[config.mk]
export PLATFORM = sky130hd
export DESIGN_NAME = div32
export DESIGN_NICKNAME = d
export VERILOG_FILES = /design/src/rtl/div32.sv
export SDC_FILE = /design/constraint.sdc
export NUM_CORES = 1
export LEC_CHECK = 0
export CORE_ASPECT_RATIO = 1.4
export CORE_MARGIN = 3
export CORE_UTILIZATION = 49
export DETAILED_ROUTE_END_ITERATION = 7
export PLACE_DENSITY = 0.81
export SLEW_MARGIN = 25
export SYNTH_ARGS = -nofsm -noshare
export SYNTH_HDL_FRONTEND = slang
export SYNTH_SLANG_ARGS = --single-unit
[constraint.sdc]
create_clock -name clk -period 2.65 [get_ports clk]
set_input_delay 0.795 -clock clk [delete_from_list [all_inputs] [get_ports clk]]
set_output_delay 0.795 -clock clk [all_outputs]
set_load 0.02 [all_outputs]
[src/rtl/div32.sv]
`default_nettype none
// ============================================================================
// Module   : div32
// Brief    : Sequential unsigned restoring divider, one quotient bit per clock,
//            with start/finish handshake and divide-by-zero flag.
// Revision : 1.0 - initial release
// ============================================================================
module div32 #(
    parameter int WIDTH = 32
) (
    input  logic             clk,
    input  logic             rst,
    input  logic             start,
    input  logic [WIDTH-1:0] dividend,
    input  logic [WIDTH-1:0] divisor,
    output logic [WIDTH-1:0] quotient,
    output logic [WIDTH-1:0] remainder,
    output logic             busy,
    output logic             finish,
    output logic             div_by_zero
);

    localparam int                 c_CNT_W = $clog2(WIDTH) + 1;
    localparam logic [c_CNT_W-1:0] c_LAST  = c_CNT_W'(WIDTH - 1);
    localparam logic [c_CNT_W-1:0] c_ONE   = c_CNT_W'(1);

    typedef enum logic [1:0] {
        S_IDLE = 2'd0,
        S_RUN  = 2'd1,
        S_DONE = 2'd2
    } state_t;

    state_t               r_state;
    state_t               w_state_nxt;
    logic [2*WIDTH-1:0]   r_acc;
    logic [WIDTH-1:0]     r_div;
    logic [c_CNT_W-1:0]   r_cnt;
    logic [WIDTH-1:0]     r_quot;
    logic [WIDTH-1:0]     r_rem;
    logic                 r_dbz;

    logic                 w_accept;
    logic                 w_dz;
    logic                 w_last;
    logic [WIDTH:0]       w_hi;
    logic                 w_ge;
    logic [WIDTH-1:0]     w_diff;
    logic [2*WIDTH-1:0]   w_acc_nxt;

    assign w_accept = start && ((r_state == S_IDLE) || (r_state == S_DONE));
    assign w_dz     = (divisor == '0);
    assign w_last   = (r_cnt == c_LAST);

    // Shifted partial remainder keeps the bit shifted out, so the compare
    // cannot overflow; the subtraction result always fits in WIDTH bits.
    assign w_hi      = r_acc[2*WIDTH-1:WIDTH-1];
    assign w_ge      = (w_hi >= {1'b0, r_div});
    assign w_diff    = w_hi[WIDTH-1:0] - r_div;
    assign w_acc_nxt = w_ge ? {w_diff, r_acc[WIDTH-2:0], 1'b1}
                            : {r_acc[2*WIDTH-2:0], 1'b0};

    always_ff @(posedge clk) begin
        if (rst) begin
            r_state <= S_IDLE;
        end else begin
            r_state <= w_state_nxt;
        end
    end

    always_comb begin
        w_state_nxt = r_state;
        case (r_state)
            S_IDLE, S_DONE: begin
                if (start) begin
                    w_state_nxt = w_dz ? S_DONE : S_RUN;
                end
            end
            S_RUN: begin
                if (w_last) begin
                    w_state_nxt = S_DONE;
                end
            end
            default: w_state_nxt = S_IDLE;
        endcase
    end

    always_ff @(posedge clk) begin
        if (rst) begin
            r_acc  <= '0;
            r_div  <= '0;
            r_cnt  <= '0;
            r_quot <= '0;
            r_rem  <= '0;
            r_dbz  <= 1'b0;
        end else if (w_accept) begin
            if (w_dz) begin
                r_quot <= '1;
                r_rem  <= dividend;
                r_dbz  <= 1'b1;
            end else begin
                r_acc  <= {{WIDTH{1'b0}}, dividend};
                r_div  <= divisor;
                r_cnt  <= '0;
                r_dbz  <= 1'b0;
            end
        end else if (r_state == S_RUN) begin
            r_acc <= w_acc_nxt;
            r_cnt <= r_cnt + c_ONE;
            if (w_last) begin
                r_quot <= w_acc_nxt[WIDTH-1:0];
                r_rem  <= w_acc_nxt[2*WIDTH-1:WIDTH];
                r_dbz  <= 1'b0;
            end
        end
    end

    assign quotient    = r_quot;
    assign remainder   = r_rem;
    assign busy        = (r_state == S_RUN);
    assign finish      = (r_state == S_DONE);
    assign div_by_zero = r_dbz;

endmodule
`default_nettype wire

Word-level counts from Yosys, hierarchy flattened
Cells that the tools add are included.

operators by class
  $lt $le $gt $ge = 1
  equal/unequal tests = 7
  divide/modulo/power cells = 0
  mux-type cells = 23
  bitwise logic cells = 1
  shift operators = 0
  reduce and logical (&&, ||, !) cells = 12
  $add $sub $neg = 2
  multiply operators = 0

operators by type and width
  cell                   count
  $mux W32               8
  $mux W64               4
  $ge A33 B32 Y1         1
  $logic_not A32 Y1      1
  $sub A32 B32 Y32       1
  $mux W6                3
  $reduce_and A2 Y1      4
  $add A6 B1 Y6 const B  1
  $eq A6 B5 Y1 const B   1
  $mux W2                3
  $mux W1                4
  $ne A2 B1 Y1 const B   2
  $ne A2 B2 Y1 const B   2
  $pmux W2 S2            1
  $reduce_bool A2 Y1     2
  $reduce_and A3 Y1      1
  $eq A2 B1 Y1 const B   1
  $eq A2 B2 Y1 const B   1
  $logic_not A2 Y1       1
  $reduce_or A2 Y1       1
  $logic_and A1 B1 Y1    1
  $logic_or A1 B1 Y1     1
  $not A1 Y1             1

storage, ports and cells
  input port bits = 67
  bits in latches = 0
  RAM bits = 0
  word-level logic and storage cells = 53
  flip-flop bits (word level) = 169
  memories kept = 0
  ROM bits = 0
  output and inout port bits = 67

Longest topological paths before layout
  word-level depth = 5
  depth in mapped cells = 14
  mapped depth without buffers = 13

Worst setup path before layout
OpenSTA, ideal clock, no wires.

  path kind = flip-flop to flip-flop
  from = register r_div[27]
  to = register r_rem[2], in the netlist remainder[2]
  library setup time = 0.134 ns
  data required time = 2.516 ns
  arrival time = 2.651 ns
  setup slack = -0.135 ns
  clock period less this slack = 2.785 ns
  stages on the path, launching flop included = 14
  buffers on the path = 2
  path through = dfxtp_1 inv_1 ha_1 buf_6 a21o_1 a21o_1 a41oi_2 a21oi_2 a2111oi_4 o21ai_2 buf_6 mux2_2 a211oi_1 nor3_1

on the way
  longest elaborated chain between the ends = 5

RTL lines
  element                 line  RTL
  from (decl)             36    logic [WIDTH-1:0] r_div;
  from (signal assigned)  102   r_div <= divisor;
  $ge A33 B32 Y1          57    assign w_ge = (w_hi >= {1'b0, r_div});
  $mux W64                59    assign w_acc_nxt = w_ge ? {w_diff, r_acc[WIDTH-2:0], 1'b1}
  $mux W32                109   if (w_last) begin
  $mux W32                106   end else if (r_state == S_RUN) begin
  $mux W32                95    end else if (w_accept) begin
  to (signal assigned)    98    r_rem <= dividend;
  to (signal assigned)    111   r_rem <= w_acc_nxt[2*WIDTH-1:WIDTH];
  to (decl)               39    logic [WIDTH-1:0] r_rem;

No other way between the ends. The select of a mux whose other input is x is not followed.
A chain may end at the register's enable or synchronous reset.

Worst setup path in the final report
  from = register r_acc[34]
  to = register r_rem[26], in the netlist remainder[26]

on the way
  longest elaborated chain between the ends = 5
  elaborated cells on any way between the ends = 6
  classes of those cells = add/sub: 1; order compare: 1; mux: 4

RTL lines
  element                                             line    RTL
  from (decl)                                         35      logic [2*WIDTH-1:0] r_acc;
  from (signal assigned)                              101     r_acc <= {{WIDTH{1'b0}}, dividend};
  from (signal assigned)                              107     r_acc <= w_acc_nxt;
  $sub A32 B32 Y32 or $ge A33 B32 Y1 (tied branches)  58, 57
  $mux W64 *                                          59
  $mux W32 *                                          109
  $mux W32 *                                          106
  $mux W32 *                                          95

Mark *: on every way between the ends. The rest lies on a longest branch, timed or not. The select of a mux whose other input is x is not followed.

==> metrics.txt <==
hold_sp remainder[11]; CP max-delay cell o2111ai_1; num ports ~130; cell area after layout 13300 µm²; largest net degree at the start of global routing 70; ys flop type dfxtp_1; Critical Path Source Type register; pwr/cell area 1240 nW/µm²; met3 usage 5.04%; Worst R2R Start r_acc[34]; synthesized flop and latch total 169; most used routing layer met2; synth warn 0; via count about 10000; P&R area growth vs syn 50.3%; total power draw 16400 µW; worst-path cell chain ha_4, buf_4, o21ai_0, nor2_1, o31ai_1, buf_4, a31oi_2, o2111ai_1, o311ai_2, mux2i_2, a21o_1, a21oi_1; violated checks DRC, setup timing; syn_nets approximately 1200; crit path kind reg -> reg; Inst Count DP 1543; port bufs 133; core area 17500 µm²; cell taking the most area after synthesis dfxtp_1; Most Frequent Cell on Critical Path buf_4; Max Cap Viol 0; cts hold-fix bufs 0; Die Wd 120 µm; Setup Viol. Count Final 66; slew margin rel. 56.8%; Post-Syn Area 8840 µm²; vias in the first global route 9226; Hold Crit Class reg -> reg; Final Hold Viols 0; combinational power share approximately two thirds; Cell Area, Placed between 10000 and 15000 µm²; Remaining Overflow, GRT 0; delay-heaviest family, CP compound AO/OA/AOI/OAI gates; Area contributors post-synth dfxtp_1 38%, nand2_1 7.8%, a21oi_1 5.4%; Seq/Total Area, Yosys 38.3%; switching pwr 7000 µW; Tightest Pin Transition 648 ps; initial antenna violation count 0; Max stage delay on crit path slightly below 600 ps; Finished Layout Cells about 1600; clk_skew 10.4 ps; final worst slack -645 ps; Gate Count Post-Synth ~1100; DP Wirelength a little over 20 mm; clk buf depth 2; minimum clock period 3300 ps; TritonCTS buffer count 17; drt total wl 33.0 mm; Worst-path clk slew 70 ps; Synth top cells by count 184 x nand2_1, 169 x dfxtp_1, 101 x nor2_1, 96 x a21oi_1, 69 x clkbuf_1; crit share post-route 124%; row cnt 57; sequential share of power a little under a fifth; Via-to-Cell Ratio 6.16; Routed Antenna Nets 0; FFs w/ async S/R, synth 0%; Crit Path Max Fanout 4; Synth top area share 38.3%; Internal roughly 9400 µW; pins over their slew limit 0; RSZ-0062 raised after global routing true; Die H 165 µm; WL per Instance between 20 and 25 µm; Initial Utilization 50.4%; Die ar. approximately 20000 µm²; CP required 2970 ps; Clock Power Share ~15%; n_diodes 0; Root Buffer clkbuf_16; Critical path origin r_acc[34]; global-route track usage on met1 35.3%; met2 usage 52.7%; TritonCTS sink count about 170; # H-tree levels 4; worst IR drop on VDD 0.932 mV; Post-synth EDFFs 0; First DRT Iteration DRCs 1368; TNS Setup -17180 ps; post-place setup slack -520 ps; share of post-route cells with drive strength above 1 a little under a third; nets roughly 1400; syn_area_per_cell 8.12 µm²; All-Layer GR Usage 29.8%; status complete, but fails checks; count leader, synth nand2_1; synth unique cells 65; first-pass GRT wire length 47.7 mm; Max Clock Freq 303 MHz; CP endpoint kind register; GPL Wtd Cong 0.940; drt drc 1; CTS tree built; Lkg Pwr 0.00520 µW; iteration count of the initial detailed-routing pass 8; WP data arrival approximately 3600 ps; latest clock arrival within the worst-skew pair 440 ps; Worst Path Buf+Inv 2; Switching Share 42.6%
-- sequential cells by signal (all words and copies together) (netlist names) --
name / cells
r_state: 2
quotient: 32
r_div: 32
div_by_zero: 1
r_acc: 64
r_cnt: 6
remainder: 32
-- path summary, 6_finish.rpt --
path / endpoint / slack [ps] / depth (start not counted)
hold reg to reg: remainder[11] / 450 / 2
setup reg to reg: remainder[26] / -650 / 12
setup / recovery: remainder[26] / -650 / 12
hold / removal: remainder[11] / 450 / 2
-- final cells by class --
class / count / area [µm²]
clock buffer: 18 / 429
clock inverter: 14 / 161
fill: 1107 / 4260
inverter: 39 / 146
multi-input combinational: 793 / 5850
sequential: 169 / 3400
tap: 236 / 295
timing repair buffer: 328 / 3000
-- kinds of logic (layout without fill, tap and decap cells) --
logic type	after synthesis	in the layout	synth area share [%]
and+or+nand+nor	393	393	19.4
xor gates and xnor gates	27	27	2.68
AOI/OAI and AO/OA	312	312	25.7
buffers and inverters	127	399	5.72
muxes	27	27	3.33
adders and majority gates	34	34	4.90
DFF	169	169	38.3
-- metal layers --
layer  vias up  wire length [µm]
met5         -                 0
met4         0              2280
met3       191              2470
met2       608             16200
met1      4617             12100
li1       4424                 -
-- worst min-delay path: stages, from the launching register on --
cell,delay [ps]
dfxtp_1,310
nand2_1,50
a21oi_1,50
-- repair_timing --
| item | 4_1_cts | 5_1_grt |
|---|---|---|
| cloned | 1 | 1 |
| buffers inserted | 15 | 9 |
| setup endpoints to repair | 69 | 112 |
| gates resized for setup | 151 | 57 |
| pin swaps | 48 | 30 |
-- through the flow --
stage,hold WS [ps],utilization (%)
global route,469,75.7
floorplan,436,-
global placement,441,65.8
finish,452,75.7
CTS,452,73.8
detailed placement,446,65.8
-- cells in the final DEF, fill, tap and decap left out, drive strengths merged, types with 3 or more instances in the layout --
| cell | count |
|---|---|
| a21oi | 97 |
| o21bai | 4 |
| o211ai | 21 |
| a21o | 18 |
| a211oi | 13 |
| clkinv | 3 |
| ha | 33 |
| dfxtp | 169 |
| o21a | 5 |
| nand4 | 13 |
| nor2 | 101 |
| buf | 196 |
| a31o | 3 |
| a311oi | 34 |
| o21ai | 29 |
| clkdlybuf4s50 | 131 |
| xnor2 | 17 |
| mux2 | 19 |
| xor2 | 10 |
| nor4 | 12 |
| clkinvlp | 4 |
| nor2b | 5 |
| mux2i | 8 |
| o31ai | 3 |
| nand3 | 21 |
| o221a | 32 |
| and2 | 6 |
| nand3b | 5 |
| inv | 45 |
| clkbuf | 18 |
| or3 | 4 |
| nand2 | 184 |
| a41oi | 3 |
| a22oi | 22 |
| nand2b | 24 |
| a31oi | 6 |
| nor3 | 12 |
-- power groups by stage --
stage               Combinational, µW  Clock, µW  Sequential (µW)
finish                          10900       2520             3040
global route                    11400       2640             3050
CTS                              9290       2510             3000
detailed placement               7220          0             3010
global placement                 7120          0             3000
floorplan                        4480          0             2950
Note: power is estimated with default switching activity, not from simulation.
